`src/rtl/if_stage_pkg.sv`:
```
// Shared definitions for the instruction-fetch stage: default widths, the NOP encoding
// and the RUN/HALT state type.
package if_stage_pkg;

    localparam int DATA_WIDTH_DEF = 16;
    localparam int ADDR_WIDTH_DEF = 8;
    localparam int CNT_WIDTH_DEF  = 16;
    localparam logic [15:0] NOP_INSTR_DEF = 16'h0000;

    typedef enum logic {
        S_RUN  = 1'b0,
        S_HALT = 1'b1
    } if_state_t;

endpackage

```
`src/rtl/if_stage_pc_reg.sv`:
```
// Program counter and its next-PC priority mux: branch, stall, stop, jump, then sequential.
// While halted the PC is frozen regardless of any redirect.
module pc_reg #(
    parameter int ADDR_WIDTH = 8
) (
    input  logic                  clk,
    input  logic                  rst,
    input  logic                  halted,
    input  logic                  stall,
    input  logic                  stop,
    input  logic                  jump,
    input  logic [ADDR_WIDTH-1:0] jump_addr,
    input  logic                  branch_taken,
    input  logic [ADDR_WIDTH-1:0] branch_target,
    output logic [ADDR_WIDTH-1:0] pc
);

    logic [ADDR_WIDTH-1:0] pc_next;

    // A taken branch outranks the stall because the stalled ID instruction is on the wrong path.
    always_comb begin
        pc_next = pc + ADDR_WIDTH'(1);
        if (halted) begin
            pc_next = pc;
        end else if (branch_taken) begin
            pc_next = branch_target;
        end else if (stall || stop) begin
            pc_next = pc;
        end else if (jump) begin
            pc_next = jump_addr;
        end
    end

    always_ff @(posedge clk or negedge rst) begin
        if (!rst) begin
            pc <= '0;
        end else begin
            pc <= pc_next;
        end
    end

endmodule

```
`src/rtl/if_stage.sv`:
```
// Instruction-fetch stage: owns the PC, drives the IM address and fills the IF/ID register.
// A Stop instruction in decode parks the stage in HALT until reset.
module if_stage
    import if_stage_pkg::*;
#(
    parameter int DATA_WIDTH = DATA_WIDTH_DEF,
    parameter int ADDR_WIDTH = ADDR_WIDTH_DEF,
    parameter int CNT_WIDTH  = CNT_WIDTH_DEF,
    parameter logic [DATA_WIDTH-1:0] NOP_INSTR = DATA_WIDTH'(NOP_INSTR_DEF)
) (
    input  logic                  clk,
    input  logic                  rst,
    input  logic                  stall_IF_i,
    input  logic                  flush_IF_ID_i,
    input  logic                  Jump_i,
    input  logic [ADDR_WIDTH-1:0] jumpAddr_i,
    input  logic                  branch_taken_i,
    input  logic [ADDR_WIDTH-1:0] branch_target_i,
    input  logic                  Stop_i,
    output logic [ADDR_WIDTH-1:0] instruction_mem_addr_o,
    input  logic [DATA_WIDTH-1:0] instruction_mem_rD_i,
    output logic [ADDR_WIDTH-1:0] PCD_o,
    output logic [DATA_WIDTH-1:0] instrD_o,
    output logic                  halted_o,
    output logic [CNT_WIDTH-1:0]  fetch_count_o
);

    if_state_t state, state_next;
    logic [ADDR_WIDTH-1:0] pc;
    logic [ADDR_WIDTH-1:0] pcd_next;
    logic [DATA_WIDTH-1:0] instr_next;
    logic [CNT_WIDTH-1:0]  count_next;

    pc_reg #(.ADDR_WIDTH(ADDR_WIDTH)) u_pc_reg (
        .clk           (clk),
        .rst           (rst),
        .halted        (state == S_HALT),
        .stall         (stall_IF_i),
        .stop          (Stop_i),
        .jump          (Jump_i),
        .jump_addr     (jumpAddr_i),
        .branch_taken  (branch_taken_i),
        .branch_target (branch_target_i),
        .pc            (pc)
    );

    assign instruction_mem_addr_o = pc;

    // Same priority as the PC mux; every redirect or flush squashes IF/ID to a NOP at PC 0.
    always_comb begin
        state_next = state;
        pcd_next   = PCD_o;
        instr_next = instrD_o;
        count_next = fetch_count_o;
        if (state == S_RUN) begin
            if (branch_taken_i) begin
                pcd_next   = '0;
                instr_next = NOP_INSTR;
            end else if (stall_IF_i) begin
                pcd_next   = PCD_o;
            end else if (Stop_i) begin
                pcd_next   = '0;
                instr_next = NOP_INSTR;
                state_next = S_HALT;
            end else if (Jump_i || flush_IF_ID_i) begin
                pcd_next   = '0;
                instr_next = NOP_INSTR;
            end else begin
                pcd_next   = pc;
                instr_next = instruction_mem_rD_i;
                count_next = fetch_count_o + CNT_WIDTH'(1);
            end
        end
    end

    always_ff @(posedge clk or negedge rst) begin
        if (!rst) begin
            state         <= S_RUN;
            PCD_o         <= '0;
            instrD_o      <= NOP_INSTR;
            fetch_count_o <= '0;
        end else begin
            state         <= state_next;
            PCD_o         <= pcd_next;
            instrD_o      <= instr_next;
            fetch_count_o <= count_next;
        end
    end

    assign halted_o = (state == S_HALT);

endmodule
```
`config.mk`:
```
export PLATFORM = sky130hd
export DESIGN_NAME = if_stage
export DESIGN_NICKNAME = d
export VERILOG_FILES = /design/src/rtl/if_stage_pkg.sv /design/src/rtl/if_stage_pc_reg.sv /design/src/rtl/if_stage.sv
export SDC_FILE = /design/constraint.sdc
export NUM_CORES = 1
export LEC_CHECK = 0
export ABC_AREA = 1
export CAP_MARGIN = 10
export CORE_MARGIN = 2
export CORE_UTILIZATION = 30
export DETAILED_ROUTE_END_ITERATION = 10
export PLACE_DENSITY = 0.64
export SYNTH_ARGS = -nofsm -noshare
export SYNTH_HDL_FRONTEND = slang
export SYNTH_HIERARCHICAL = 1
export SYNTH_SLANG_ARGS = --single-unit
```
`constraint.sdc`:
```
create_clock -name clk -period 1.75 [get_ports clk]
set_input_delay 0.35 -clock clk [delete_from_list [all_inputs] [get_ports clk]]
set_output_delay 0.35 -clock clk [all_outputs]
set_load 0.01 [all_outputs]
```
==> metrics.txt <==
share of cells above drive strength 1=0.08076; vias per std cell=roughly 4.3; H-tree levels=2; worst path required time=around 1.4 ns; YS warnings=6; CTS Hold Buffers Added=0; Crit path largest cell delay=0.58 ns; EDFF count, synth=0; Area Growth Syn to Fin=45.47%; Vias=roughly 2300; leakage=roughly 1.6 nW; Syn Std Cell Area=approximately 2500 µm²; Clk network pwr share=0.235; Residual DRC=0; Psw=a little over 0.8 mW; Yosys reg bits=between 40 and 50; Syn Inst Count=approximately 330; total wire length=around 6100 µm; area leader, netlist=dfrtp_1; CTS clk-pin slew, worst paths=roughly 0.08 ns; status=complete, no violations; maximum clock frequency=588.2 MHz; Max-Cap Viols=0; Starting DRT DRC Count=between 80 and 90; fin nets=about 460; Slew Limit Headroom=0.8230; DP Wirelength=roughly 4400 µm; final worst-path setup slack=between 0.04 and 0.05 ns; core area=~8000 µm²; CP max stage cell=clkdlybuf4s50_1; top flop regs=fetch_count_o: 16 flops, instrD_o: 16 flops; Initial Util=0.3076; TritonCTS clock tree=done; largest net degree at the start of global routing=50; initial antenna violation count=0; WS Path Type=reg -> out; first-pass GRT wire length=~10000 µm; CTS buffer count=5; post-route setup TNS=0 ns; drt pass-1 iters=4; max-slew violations=0; # setup viols final=0; part of the power in registers=0.510; top post-synthesis cells by count=nand2_1, dfrtp_1, inv_1; die width=roughly 96 µm; total global-route track usage=0.1389; Pwr per Cell Area=between 700 and 800 nW/µm²; post-CTS setup buffers=0; synth unique cells=28; Worst Clk Skew=between 0.004 and 0.005 ns; worst path bufs/invs=1; Antenna Violating Nets Remaining=0; Mean Syn Cell Area=7.691 µm²; Mapped Nets=368; Comb pwr share=0.256; total power=about 2.8 mW; clock net sink count=between 40 and 50; post-synth top area share=0.4876; min-delay worst type=in -> async; count leader, synth=nand2_1; internal power=just under 2 mW; pre-CTS setup slack=~0.0096 ns; Setup crit start kind=flip-flop; Die Y=approximately 96 µm; peak supply drop=between 0.3 and 0.4 mV; ranking of synthesized cells by area=dfrtp_1, nand2_1, inv_1, o21ai_0, nor2_1; num ports=slightly below 90; RSZ-0062 raised after global routing=false; asr flop ratio synth=1.000; Final period util=0.9715; Min Clock Period, post-route=approximately 1.7 ns; crit path DAT=approximately 1.4 ns; most used flip-flop cell after synthesis=dfrtp_1; Net Sw Frac=0.2957; Final Hold Violating Endpoints=0; Row Count=33; wire per inst=~12 µm; # resized after CTS=0; Top Family by Delay on Critical Path=buffers and inverters; Critical Path, Cell by Cell=clkdlybuf4s50_1; grt ovf=0; routability congestion estimate=between 0.8 and 0.9; slew of the pin with the lowest slew margin=~0.27 ns; antenna cells=0; clk root buf=clkbuf_8; CP endpoint kind=primary output; Clock Tree Buf Depth=2; CP max FO=7; final design utilization=0.4475; vias in the first global route=around 2300; PortBufs=87; Seq/Total Area, Yosys=0.4876; Worst-Skew Late Latency=about 0.29 ns; die area=between 9000 and 10000 µm²
-- per-layer routing --
| metal | vias to the layer above | GRT usage | wire (µm) | part of all wire |
|---|---|---|---|---|
| li1 | 1198 | - | - | - |
| met1 | 1024 | 0.1826 | 2830 | 0.47 |
| met2 | 64 | 0.2244 | 2795 | 0.46 |
| met3 | 2 | 0.04111 | 409 | 0.068 |
| met4 | 0 | 0.03452 | 22 | 0.0036 |
| met5 | - | 0 | 0 | 0 |
-- through the flow --
step | cell area [µm²] | instances | hold WS, ns
6_report | 3659 | 526 | 0.01603
2_1_floorplan | 2515 | 327 | 0.05441
5_1_grt | 3659 | 526 | 0.04037
4_1_cts | 3654 | 526 | 0.03246
3_3_place_gp | 3567 | 519 | 0.3575
3_5_place_dp | 3567 | 519 | 0.3581
-- power groups by stage --
| stage | combinational [mW] | clock (mW) | sequential [mW] |
|---|---|---|---|
| after floorplan | 0.261 | 0 | 1.46 |
| final | 0.716 | 0.658 | 1.43 |
| after global placement | 0.709 | 0 | 1.44 |
| after CTS | 0.723 | 0.696 | 1.42 |
| after global routing | 0.802 | 0.743 | 1.46 |
| after detailed placement | 0.716 | 0 | 1.44 |
-- cells in the final DEF (no fill, tap or decap), drive strengths merged --
master,n
a211oi,1
a21o,1
a21oi,7
buf,9
clkbuf,7
clkdlybuf4s50,86
dfrtp,49
ha,2
inv,50
nand2,104
nand3,18
nand3b,4
nand4,2
nor2,37
nor3,2
o211ai,1
o21ai,31
o21bai,2
o22ai,1
xnor2,1
xor2,6
-- logic make-up (layout without fill, tap and decap cells) --
kind of cell	Yosys count	after routing	synth area share
compound gates	44	44	0.09303
flops	49	49	0.4876
fa+ha+maj	2	2	0.009949
buf+inv	58	152	0.09801
xor+xnor	7	7	0.02438
simple gates	167	167	0.2871
-- path summary, 6_finish.rpt --
path,startpoint,end,slack [ns],cells past startpoint
max reg2reg,fetch_count_o[1],fetch_count_o[12],0.38,8
min reg2reg,fetch_count_o[15],fetch_count_o[15],0.50,2
min,rst,halted_o,0.02,2
min in group clk,fetch_count_o[15],fetch_count_o[15],0.50,2
max,u_pc_reg/pc[2],instruction_mem_addr_o[2],0.05,1
max in group asynchronous,rst,u_pc_reg/pc[5],1.47,2
-- final cells by class --
cell class              instances  area [µm²]
multi-input cells             220        1046
fillers                       830        4517
well taps                     105       131.4
repair buffers                 95       975.9
inverters                      50       187.7
flip-flops and latches         49        1231
clock buffers                   7       86.33
(Power assumes the default switching activity.)
